$ cat src/rtl/spi_slave_sequencer.sv
// spi_slave_sequencer
//   Clock-domain control sequencer for an SPI slave datapath. The raw SPI pins
//   are synchronized into clk and sclk/cs_n edges are detected. A frame is an
//   8-bit command phase followed by an 8-bit read or write data phase. The
//   frame outputs are single-cycle strobes to the shift register, the address
//   latch and the data memory, plus a level enable for the MISO buffer.
//
// Ports
//   clk, rst_n   system clock; asynchronous active-low reset
//   sclk_in      raw SPI clock pin
//   cs_n_in      raw chip select pin, active low
//   mosi_in      raw MOSI pin
//   mosi_s       synchronized MOSI to the shift register serial input
//   sr_shift     strobe: shift register shifts one bit
//   addr_we      strobe: address latch loads sr[7:1]
//   sr_we        strobe: shift register parallel-loads memory read data
//   dm_we        strobe: data memory write of sr at the latched address
//   buf_e        MISO buffer enable (level)
//   busy         a frame is in progress
//   frame_err    pulse: cs_n deasserted before the frame completed
module spi_slave_sequencer #(
    parameter int SYNC_STAGES = 2,
    parameter int ADDR_BITS   = 7,
    parameter int DATA_BITS   = 8
) (
    input  logic clk,
    input  logic rst_n,
    input  logic sclk_in,
    input  logic cs_n_in,
    input  logic mosi_in,
    output logic mosi_s,
    output logic sr_shift,
    output logic addr_we,
    output logic sr_we,
    output logic dm_we,
    output logic buf_e,
    output logic busy,
    output logic frame_err
);

    // The counter also has to hold the command-phase count, so size it for
    // whichever phase is longer.
    localparam int CNT_MAX = (DATA_BITS > ADDR_BITS + 1) ? DATA_BITS : ADDR_BITS + 1;
    localparam int CNT_W   = $clog2(CNT_MAX + 1);
    localparam logic [CNT_W-1:0] CMD_LAST  = CNT_W'(ADDR_BITS);
    localparam logic [CNT_W-1:0] DATA_LAST = CNT_W'(DATA_BITS);
    localparam logic [CNT_W-1:0] CNT_ONE   = CNT_W'(1);

    typedef enum logic [2:0] {
        IDLE, CMD, LATCH, RLOAD, RDATA, WDATA, COMMIT, DONE
    } state_t;

    state_t state, state_nxt;
    logic [CNT_W-1:0] cnt, cnt_nxt;
    logic rw, rw_nxt;

    // Synchronizers; reset values match an idle bus (sclk low, cs_n high).
    logic [SYNC_STAGES-1:0] sclk_sync, cs_sync, mosi_sync;
    logic sclk_d, cs_d;

    always_ff @(posedge clk or negedge rst_n) begin
        if (!rst_n) begin
            sclk_sync <= '0;
            cs_sync   <= '1;
            mosi_sync <= '0;
            sclk_d    <= 1'b0;
            cs_d      <= 1'b1;
        end else begin
            sclk_sync <= {sclk_sync[SYNC_STAGES-2:0], sclk_in};
            cs_sync   <= {cs_sync[SYNC_STAGES-2:0], cs_n_in};
            mosi_sync <= {mosi_sync[SYNC_STAGES-2:0], mosi_in};
            sclk_d    <= sclk_sync[SYNC_STAGES-1];
            cs_d      <= cs_sync[SYNC_STAGES-1];
        end
    end

    logic sclk_s, cs_s;
    logic sclk_rise, sclk_fall, cs_rise, cs_fall;

    assign sclk_s = sclk_sync[SYNC_STAGES-1];
    assign cs_s   = cs_sync[SYNC_STAGES-1];
    assign mosi_s = mosi_sync[SYNC_STAGES-1];

    // sclk edges only count while the slave is selected.
    assign sclk_rise = sclk_s & ~sclk_d & ~cs_s;
    assign sclk_fall = ~sclk_s & sclk_d & ~cs_s;
    assign cs_rise   = cs_s & ~cs_d;
    assign cs_fall   = ~cs_s & cs_d;

    assign busy = (state != IDLE);

    always_ff @(posedge clk or negedge rst_n) begin
        if (!rst_n) begin
            state <= IDLE;
            cnt   <= '0;
            rw    <= 1'b0;
        end else begin
            state <= state_nxt;
            cnt   <= cnt_nxt;
            rw    <= rw_nxt;
        end
    end

    // Outputs decode from the registered state and the edge pulses. A cs_n
    // rise is checked before anything else so that an abort drops a
    // coincident sclk edge and suppresses the strobe of the current state.
    always_comb begin
        state_nxt = state;
        cnt_nxt   = cnt;
        rw_nxt    = rw;
        sr_shift  = 1'b0;
        addr_we   = 1'b0;
        sr_we     = 1'b0;
        dm_we     = 1'b0;
        buf_e     = 1'b0;
        frame_err = 1'b0;

        if (state != IDLE && cs_rise) begin
            state_nxt = IDLE;
            cnt_nxt   = '0;
            frame_err = (state != DONE) && !(state == RDATA && cnt == DATA_LAST);
        end else begin
            case (state)
                IDLE: begin
                    if (cs_fall) begin
                        state_nxt = CMD;
                        cnt_nxt   = '0;
                    end
                end
                CMD: begin
                    if (sclk_rise) begin
                        sr_shift = 1'b1;
                        if (cnt == CMD_LAST) begin
                            // last command bit is the R/W flag
                            rw_nxt    = mosi_s;
                            cnt_nxt   = '0;
                            state_nxt = LATCH;
                        end else begin
                            cnt_nxt = cnt + CNT_ONE;
                        end
                    end
                end
                LATCH: begin
                    addr_we   = 1'b1;
                    state_nxt = rw ? RLOAD : WDATA;
                end
                RLOAD: begin
                    sr_we     = 1'b1;
                    buf_e     = 1'b1;
                    state_nxt = RDATA;
                end
                RDATA: begin
                    // MISO moves on falls; stay one extra clk at the terminal
                    // count so an abort there is not reported as an error.
                    buf_e = 1'b1;
                    if (cnt == DATA_LAST) begin
                        state_nxt = DONE;
                    end else if (sclk_fall) begin
                        sr_shift = 1'b1;
                        cnt_nxt  = cnt + CNT_ONE;
                    end
                end
                WDATA: begin
                    if (sclk_rise && cnt != DATA_LAST) begin
                        sr_shift = 1'b1;
                        cnt_nxt  = cnt + CNT_ONE;
                        if (cnt + CNT_ONE == DATA_LAST) state_nxt = COMMIT;
                    end
                end
                COMMIT: begin
                    dm_we     = 1'b1;
                    state_nxt = DONE;
                end
                DONE: begin
                    // single-byte frames: further edges ignored until cs_n rises
                end
                default: state_nxt = IDLE;
            endcase
        end
    end

endmodule

$ cat config.mk
export PLATFORM = sky130hd
export DESIGN_NAME = spi_slave_sequencer
export DESIGN_NICKNAME = d
export VERILOG_FILES = /design/src/rtl/spi_slave_sequencer.sv
export SDC_FILE = /design/constraint.sdc
export NUM_CORES = 1
export LEC_CHECK = 0
export BUFFER_PORTS_ARGS = -buffer_cell sky130_fd_sc_hd__buf_2
export CORE_MARGIN = 10
export CORE_UTILIZATION = 54
export CTS_CLUSTER_DIAMETER = 60
export CTS_CLUSTER_SIZE = 40
export DETAILED_ROUTE_END_ITERATION = 7
export PLACE_DENSITY_LB_ADDON = 0.15
export RECOVER_POWER = 50
export SETUP_SLACK_MARGIN = 0.2
export SLEW_MARGIN = 25
export SYNTH_ARGS = -nofsm -noshare
export SYNTH_HDL_FRONTEND = slang
export SYNTH_SLANG_ARGS = --single-unit
$ cat constraint.sdc
create_clock -name clk -period 2.24 [get_ports clk]
set_input_delay 0.448 -clock clk [delete_from_list [all_inputs] [get_ports clk]]
set_output_delay 0.448 -clock clk [all_outputs]
set_load 0.05 [all_outputs]
==> impl_metrics.tcl <==
set metrics [dict create \
    cp_slowest_stage_delay_ns 0.39 \
    placement.io_buffers 12 \
    power_leakage_nw 0.521 \
    nFillCells 92 \
    status "complete, no violations" \
    avgViaCountPerCell 6.24 \
    async_reset_ff_share_pct 100 \
    pwr-share-clk_pct 13.4 \
    dp_cells 123 \
    fin_crit_ns 2.15 \
    grt_pass1_vias 844 \
    cp_slowest_cell "dfrtp_1" \
    area_growth_pct 29.8 \
    rows 14 \
    internal-power_uw 763 \
    start_kind "flop" \
    power-per-cell-area_nw_per_um2 1200 \
    rsz0062_at_grt "true" \
    critical_path_class "flop to primary output" \
    cts.reportedPaths.clkPinSlew_ns 0.09 \
    place_congestion 0.872 \
    cts_root_buffer "clkbuf_4" \
    grtUsageTotal_pct 13.1 \
    cts_buffers 3 \
    ys_top_cells_by_count "dfrtp_1 (13), nand2_1 (9), nor2_1 (9), inv_1 (5)" \
    die_area_um2 3720 \
    dpl.hpwl_um 1410 \
    grt_max_degree 17 \
    maxCapViolCount 0 \
    finalNonFillerCells 135 \
    fmax_mhz 466 \
    peakVddDrop_mv 0.781 \
    relSlewSlack_pct 47.8 \
    clkLatencyLatePin_ns 0.29 \
    grt_pass1_wl_um 3750 \
    diodes 0 \
    ys_seq_elements 16 \
    die_height_um 61.0 \
    drcViolationCount 0 \
    worst_setup_path_end_kind "primary output" \
    start_util_pct 58.8 \
    cts_sinks 16 \
    hold_viol 0 \
    skew_ns 0.00180 \
    layout.nets 127 \
    cts_tree "built" \
    syn_nets 102 \
    hold_path_class "input port to asynchronous set/reset pin" \
    drtAntennaViolNets 0 \
    fin_crit_sh_pct 95.8 \
    sw_frac_of_total_pct 45.8 \
    switchingPower_uw 644 \
    synth_top_area_cell "dfrtp_1" \
    seqPwrFrac_pct 29.7 \
    htree_levels 1 \
    wl_per_cell_um 17.2 \
    drtIter0Drc 25 \
    cp_max_fo 3 \
    grt-ovfl-total 0 \
    synth_edf_count 0 \
    synth_flop_cell "dfrtp_1" \
    synth_most_common_cell "dfrtp_1" \
    fin_setup_tns_ns 0 \
    path_buf_inv 2 \
    core-area_um2 1540 \
    drv_slew 0 \
    io_pins 13 \
    syn_inst 95 \
    synth_area_um2 906 \
    dr_total_vias 843 \
    yosysTopAreaCellShare_pct 35.9 \
    antenna_found_initial 0 \
    ys_seq_area_share_pct 44.6 \
    synth_area_leaders "dfrtp_1 (36%), dfstp_2 (8.7%), nand2_1 (3.7%)" \
    cp_data_required_time_ns 1.79 \
    final-setup-viol-count 0 \
    worstPathArrival_ns 1.70 \
    crit_chain "inv_2, ha_4, and3b_2, nor4_4, a22oi_2, nor2_2, buf_6" \
    dr.pass1.iters 4 \
    yosys_warnings 0 \
    synth_area_per_cell_um2 9.54 \
    worst_pin_slew_ns 0.783 \
    max-clock-path-buffers 2 \
    fp.dieW_um 61.0 \
    wirelength_um 2330 \
    comb_power_share_pct 56.9 \
    drive_gt1_share_pct 41.2 \
    critPathTopFamily "simple AND/OR/NAND/NOR gates" \
    synth_cell_type_count 38 \
]
[logic make-up (layout without fill, tap and decap cells)]
kind of cell / Yosys count / after routing / synth area share, %
and+or+nand+nor: 44 / 44 / 27.8
DFF: 16 / 16 / 44.6
AOI/OAI and AO/OA: 19 / 19 / 15.5
muxes: 4 / 4 / 4.70
xor gates and xnor gates: 1 / 1 / 0.967
buffers and inverters: 9 / 33 / 3.73
adders and majority gates: 2 / 2 / 2.76
[timing repair]
action,in CTS,in global routing
endpoints found under the setup margin,3,10
gates resized for setup,13,10
buffers inserted,5,3
pin swaps,3,0
hold buffers,0,0
[per-stage QoR]
step / hold slack [ns] / utilization (%) / worst slack [ns] / power [mW] / instance area [um2]
detailed placement: 0.336 / 65.6 / 0.212 / 1.05 / 1010
global placement: 0.335 / 65.6 / 0.257 / 1.04 / 1010
floorplan: 0.152 / - / 0.227 / 0.899 / 916
CTS: 0.0557 / 72.9 / 0.168 / 1.30 / 1120
finish: 0.205 / 76.3 / 0.0949 / 1.41 / 1180
global route: 0.239 / 76.3 / 0.00662 / 1.49 / 1180
[cell type report]
cell class	instances	area (um2)	area share, %
clock buffers	4	36.3	3.09
inverters	5	18.8	1.60
multi-input cells	70	528	44.9
flip-flops and latches	16	405	34.5
well taps	16	20.0	1.70
repair buffers	24	168	14.3
[power by group through the flow]
stage          Combinational [mW]  Clock, mW  Sequential (mW)
6_report                    0.800      0.189            0.418
4_1_cts                     0.699      0.191            0.415
3_3_place_gp                0.620          0            0.423
5_1_grt                     0.867      0.203            0.424
3_5_place_dp                0.626          0            0.425
2_1_floorplan               0.512          0            0.387
[worst register-to-register path: stages (launching register included)]
cell,delay (ns)
dfstp_2,0.42
or3b_4,0.43
nor2_2,0.14
or4b_1,0.47
mux2_1,0.32
[cells in the final DEF, fill, tap and decap left out, types with 2 or more instances in the layout]
| cell | count |
|---|---|
| buf_6 | 3 |
| a21boi_0 | 3 |
| buf_2 | 7 |
| inv_1 | 2 |
| nor2_2 | 4 |
| nand2_1 | 9 |
| o2bb2ai_1 | 2 |
| or4b_1 | 2 |
| clkbuf_4 | 4 |
| mux2i_1 | 2 |
| nor2_1 | 6 |
| buf_4 | 11 |
| o21ai_0 | 3 |
| nand3_1 | 2 |
| inv_2 | 3 |
| o2111ai_1 | 2 |
| nor3_1 | 2 |
| nand3b_1 | 2 |
| dfrtp_1 | 12 |
| or4_1 | 2 |
| dfstp_2 | 3 |
| nand2b_1 | 2 |
| nand2b_2 | 2 |
[routing by layer]
layer / up-vias / track usage (%) / wire length (um)
met5: - / 0 / 0
met4: 0 / 9.09 / 78
met3: 11 / 3.97 / 226
met2: 44 / 20.7 / 1030
met1: 396 / 14.7 / 988
li1: 392 / - / -
[worst paths after layout]
| path | start | endpoint | slack (ns) | cells past startpoint |
|---|---|---|---|---|
| max | cnt[1]$_DFFE_PN0P_ | sr_shift | 0.09 | 7 |
| min | rst_n | sclk_sync[0]$_DFF_PN0_ | 0.20 | 1 |
| max reg2reg | cs_sync[1]$_DFF_PN1_ | rw$_DFFE_PN0P_ | 0.35 | 4 |
| min reg2reg | sclk_sync[0]$_DFF_PN0_ | sclk_sync[1]$_DFF_PN0_ | 0.35 | 0 |
| max in group asynchronous | rst_n | state[2]$_DFFE_PN0P_ | 1.50 | 1 |
| min in group clk | cs_n_in | cs_sync[0]$_DFF_PN1_ | 0.25 | 1 |
[sequential cells by signal, summed over array words and instances (netlist names)]
signal,count
rw,1
sclk_d,1
cs_sync,2
sclk_sync,2
state,3
cnt,4
cs_d,1
mosi_sync,2
Power figures use the tool's default switching activity.
